--- src/rtl/serial_addsub_pkg.sv ---
// Shared types for the bit-serial adder/subtractor.
//   state_t : sequencing states of serial_addsub
package serial_addsub_pkg;

  typedef enum logic [1:0] {
    IDLE = 2'd0,
    ADD  = 2'd1,
    DONE = 2'd2
  } state_t;

endpackage

--- src/rtl/full_adder.sv ---
// Single-bit full adder, used as the per-bit cell of serial_addsub.
//   a, b  : operand bits
//   c     : carry in
//   sum   : sum bit
//   carry : carry out
module full_adder (
  input  logic a,
  input  logic b,
  input  logic c,
  output logic sum,
  output logic carry
);

  assign sum   = a ^ b ^ c;
  assign carry = (a & b) | (c & (a ^ b));

endmodule

--- src/rtl/serial_addsub.sv ---
// Bit-serial adder/subtractor. One bit per clock, LSB first, WIDTH cycles
// per operation, one shared full_adder with a registered carry.
//   clk, rst_n : clock, synchronous active-low reset
//   start      : request; accepted in IDLE or DONE
//   sub        : 0 = a + b + cin, 1 = a - b
//   a, b, cin  : operands, captured on the accepting edge
//   busy       : high while bits are being processed
//   done       : one-cycle pulse when sum/cout/ovf update
//   sum        : result, held until the next completion
//   cout       : carry out (for subtract, 1 = no borrow)
//   ovf        : signed overflow
//
// state | meaning
// IDLE  | waiting for start
// ADD   | shifting one bit per clock through the full adder
// DONE  | result just written; start here reloads back-to-back
module serial_addsub
  import serial_addsub_pkg::*;
#(
  parameter int WIDTH = 8,
  parameter int CNT_W = $clog2(WIDTH + 1)
) (
  input  logic             clk,
  input  logic             rst_n,
  input  logic             start,
  input  logic             sub,
  input  logic [WIDTH-1:0] a,
  input  logic [WIDTH-1:0] b,
  input  logic             cin,
  output logic             busy,
  output logic             done,
  output logic [WIDTH-1:0] sum,
  output logic             cout,
  output logic             ovf
);

  localparam logic [CNT_W-1:0] LAST = CNT_W'(WIDTH - 1);

  state_t           state;
  logic [WIDTH-1:0] a_sr;
  logic [WIDTH-1:0] b_sr;
  logic [WIDTH-1:0] res_sr;
  logic [WIDTH-1:0] res_next;
  logic             carry;
  logic [CNT_W-1:0] cnt;
  logic             fa_sum;
  logic             fa_carry;

  full_adder u_fa (
    .a     (a_sr[0]),
    .b     (b_sr[0]),
    .c     (carry),
    .sum   (fa_sum),
    .carry (fa_carry)
  );

  // New bit enters at the MSB so that after WIDTH shifts the LSB lands at bit 0.
  always_comb begin
    res_next            = res_sr >> 1;
    res_next[WIDTH-1]   = fa_sum;
  end

  always_ff @(posedge clk) begin
    if (!rst_n) begin
      state  <= IDLE;
      a_sr   <= '0;
      b_sr   <= '0;
      res_sr <= '0;
      carry  <= 1'b0;
      cnt    <= '0;
      busy   <= 1'b0;
      done   <= 1'b0;
      sum    <= '0;
      cout   <= 1'b0;
      ovf    <= 1'b0;
    end else begin
      done <= 1'b0;
      case (state)
        IDLE, DONE: begin
          if (start) begin
            // Subtract is a + ~b + 1: invert B and force the carry in.
            a_sr  <= a;
            b_sr  <= sub ? ~b : b;
            carry <= sub ? 1'b1 : cin;
            cnt   <= '0;
            busy  <= 1'b1;
            state <= ADD;
          end else begin
            state <= IDLE;
          end
        end
        ADD: begin
          res_sr <= res_next;
          carry  <= fa_carry;
          a_sr   <= a_sr >> 1;
          b_sr   <= b_sr >> 1;
          cnt    <= cnt + CNT_W'(1);
          if (cnt == LAST) begin
            // On the last bit, carry still holds the carry into the MSB.
            sum   <= res_next;
            cout  <= fa_carry;
            ovf   <= carry ^ fa_carry;
            busy  <= 1'b0;
            done  <= 1'b1;
            state <= DONE;
          end
        end
        default: state <= IDLE;
      endcase
    end
  end

endmodule

--- config.mk ---
export PLATFORM = sky130hd
export DESIGN_NAME = serial_addsub
export DESIGN_NICKNAME = d
export VERILOG_FILES = /design/src/rtl/serial_addsub_pkg.sv /design/src/rtl/full_adder.sv /design/src/rtl/serial_addsub.sv
export SDC_FILE = /design/constraint.sdc
export NUM_CORES = 1
export LEC_CHECK = 0
export BUFFER_PORTS_ARGS = -buffer_cell sky130_fd_sc_hd__buf_2
export CORE_ASPECT_RATIO = 1.75
export CORE_MARGIN = 4
export CORE_UTILIZATION = 25
export DETAILED_ROUTE_END_ITERATION = 10
export GPL_TIMING_DRIVEN = 0
export SLEW_MARGIN = 20
export SYNTH_ARGS = -nofsm -noshare
export SYNTH_HDL_FRONTEND = slang
export SYNTH_HIERARCHICAL = 1
export SYNTH_SLANG_ARGS = --single-unit
--- constraint.sdc ---
create_clock -name clk -period 1.5 [get_ports clk]
set_input_delay 0.075 -clock clk [delete_from_list [all_inputs] [get_ports clk]]
set_output_delay 0.075 -clock clk [all_outputs]
set_load 0.1 [all_outputs]
==> run_results.csv <==
group,metric,value,unit
run_status,outcome,"completed",
cells_and_area,num-nets-final,261,
routing,wl_per_cell,13.39,um
timing,whs,35.69,ps
synthesis,synth.area.top_cells,"dfxtp_1 47%, a21oi_1 11%, nand3_1 8.2%, a22oi_1 5.9%, xor2_1 4.0%",
cts,clkSlewWorstSetupHoldPaths,60,ps
cells_and_area,syn2layout_area_growth,24.56,%
power,powerDensity,1233,nW/um^2
routing,viasPerCell,4.777,
critical_path,startpoint_type,"flip-flop",
synthesis,synthesis.nets,223,
power,p_total,2.723,mW
critical_path,end_kind,"flip-flop",
placed_design,place_ws,22.49,ps
critical_path,critPathMaxStageDelay,370,ps
timing,tns,0,ps
critical_path,cp_cell_sequence,"ha_2, nand3b_1, clkbuf_4, o21ai_0, a21oi_1",
synthesis,synthFlopType,"dfxtp_1",
global_routing,grt_pass1_wl,7245,um
synthesis,yosysSeqAreaShare,47.42,%
hold_path,holdCritPathClass,"input port to flip-flop",
synthesis,synth.top_cell.area_share,47.42,%
synthesis,synth_edf_count,0,
routing,vias,1543,
power,p_leak,0.8574,nW
placed_design,gp_congestion,0.7673,
floorplan,die_y,119.4,um
power,peakVddDrop,415.3,uV
synthesis,yosys.area.top_type,"dfxtp_1",
timing,finalHoldViolCount,0,
synthesis,synth_area,1773,um^2
cts,cts_made_buffers,5,
global_routing,grt_max_degree,15,
synthesis,synthArstFlopShare,0,%
cells_and_area,antennaDiodeCount,0,
floorplan,die_w,71.66,um
routing,wl_met1,1728,um
cts,cts.path.max_buffers,2,
cts,clock_latency,290,ps
routing,wirelength,4325,um
placed_design,port_buffers,31,
critical_path,worstPathRequired,1660,ps
cts,htreeDepth,2,
timing,slew_headroom,66.11,%
cts,cts_root_buffer,"clkbuf_16",
synthesis,postSynthCellCount,200,
routing,first_pass_iters,4,
cts,post_cts_buffers,0,
synthesis,synth_seq_cells,42,
timing,finalCriticalPeriod,1342,ps
timing,timing.final.max_slew_violations,0,
placed_design,post-dp-hpwl,3212,um
critical_path,cp_max_fo,10,
cells_and_area,final_util,31.97,%
job,cap_violations,0,
global_routing,grt_usage,10.81,%
routing,drc_errors,0,
cells_and_area,fill_cells,779,
timing,worst_pin_slew,508.4,ps
routing,top_layer,"met4",
synthesis,yosysMostFrequentCell,"dfxtp_1",
floorplan,rows,40,
global_routing,gr-total-overflow,0,
timing,clock_skew,5.117,ps
critical_path,crit_slowest_cell,"dfxtp_1",
global_routing,first_global_vias,1540,
routing,wl_met3,198,um
routing,first_iter_violations,56,
cts,cts_tree,"built",
synthesis,yosys_warnings,6,
synthesis,synth_cell_types,29,
timing,max_freq,745.0,MHz
critical_path,path_class,"flip-flop to flip-flop",
global_routing,antenna_found_initial,0,
synthesis,avgSynthCellArea,8.865,um^2
timing,rsz0062_at_grt,"false",
floorplan,initial_core_util,25.67,%
synthesis,synthTopCellsByCount,"42 x dfxtp_1, 38 x a21oi_1, 29 x nand3_1, 18 x nand2_1, 14 x a22oi_1",
floorplan,ios,33,
cts,cts_sinks,42,
critical_path,worstPathArrival,1500,ps
timing,finalCritPeriodShare,89.48,%
floorplan,core,6907,um^2
cells_and_area,drive_gt1_share,24.27,%
timing,setup_violations,0,
floorplan,die-area,8556,um^2
timing,worst_slack,157.7,ps
routing,wl_met2,2310,um
routing,final_antenna_net_count,0,
[layout by cell type (no fill, tap or decap)]
cell and n:
inv_6 1, nand3b_1 1, dfxtp_1 42, a311oi_1 1, buf_6 5, nor2b_1 1, fa_1 1, nand3_1 29
clkbuf_1 3, bufinv_16 1, ha_2 1, a21oi_1 38, buf_2 38, inv_1 1, buf_1 1, xor2_1 8
clkinv_2 1, xnor2_1 1, a211oi_2 1, nand2b_1 4, nand2_1 18, mux2i_1 1, clkbuf_16 5, mux2_4 1
clkbuf_4 1, buf_4 2, a22oi_1 14, a31oi_1 1, o21ai_0 11, and3b_1 1, nor2b_2 1, nor3_1 2
nand4_1 1, nor2_1 1
[stage by stage]
stage	cells	cell area, um^2
6_report	323	2208
5_1_grt	323	2208
4_1_cts	323	2202
3_5_place_dp	315	2033
3_3_place_gp	315	2033
2_1_floorplan	200	1773
[state kept, by name, indices dropped and copies added, names as in the netlist]
signal  cells
carry       1
busy        1
sum         8
a_sr        8
res_sr      7
cnt         4
b_sr        8
ovf         1
cout        1
done        1
state       2
[area by class of cell]
cell class	instances	area, um^2	share of cell area, %
flip-flops and latches	42	840.8	38.07
multi-input cells	138	805.8	36.49
repair buffers	31	155.1	7.025
plain buffers	19	128.9	5.836
clock buffers	5	125.1	5.666
well taps	84	105.1	4.759
clock inverters	3	43.79	1.983
inverters	1	3.754	0.1700
[path summary, 6_finish.rpt]
check	startpoint	to	slack, ps	cells after the start
worst max-delay path	cnt[0]$_SDFFE_PN0P_	sum[0]$_SDFFE_PN0P_	160	5
worst min-delay path	a[7]	a_sr[7]$_SDFFE_PN0P_	40	3
worst max register to register	cnt[0]$_SDFFE_PN0P_	sum[0]$_SDFFE_PN0P_	160	5
worst min register to register	res_sr[1]$_SDFFE_PN0P_	res_sr[1]$_SDFFE_PN0P_	460	2
[critical path: cells and delay by family, from the launching register on]
| kind | cells | cell delay, ps |
|---|---|---|
| AOI/OAI and AO/OA | 2 | 250 |
| and+or+nand+nor | 1 | 150 |
| adders and majority gates | 1 | 220 |
| DFF | 1 | 370 |
| buffers and inverters | 1 | 230 |
[kinds of logic after synthesis]
logic type	after synthesis	share of synthesized area (%)
AOI/OAI and AO/OA	66	21.31
and+or+nand+nor	59	16.30
DFF	42	47.42
buffers and inverters	20	7.268
xor gates and xnor gates	9	4.446
muxes	2	1.411
adders and majority gates	2	1.835
[timing repair]
action                                  CTS  global route
endpoints found under the setup margin    0             8
gates resized for setup                   0             5
hold buffers                              0             0
[where the power goes]
group	total (mW)	switching (mW)	internal (mW)
combinational	0.300	0.180	0.120
sequential	1.19	0.0279	1.16
clock	1.23	0.447	0.788
[layer usage]
| layer | up-vias | track usage (%) |
|---|---|---|
| li1 | 784 | - |
| met2 | 36 | 19.01 |
| met5 | - | 0 |
| met1 | 717 | 11.58 |
| met3 | 6 | 2.787 |
| met4 | 0 | 5.412 |
No activity file was read; power rests on OpenSTA's default activity.
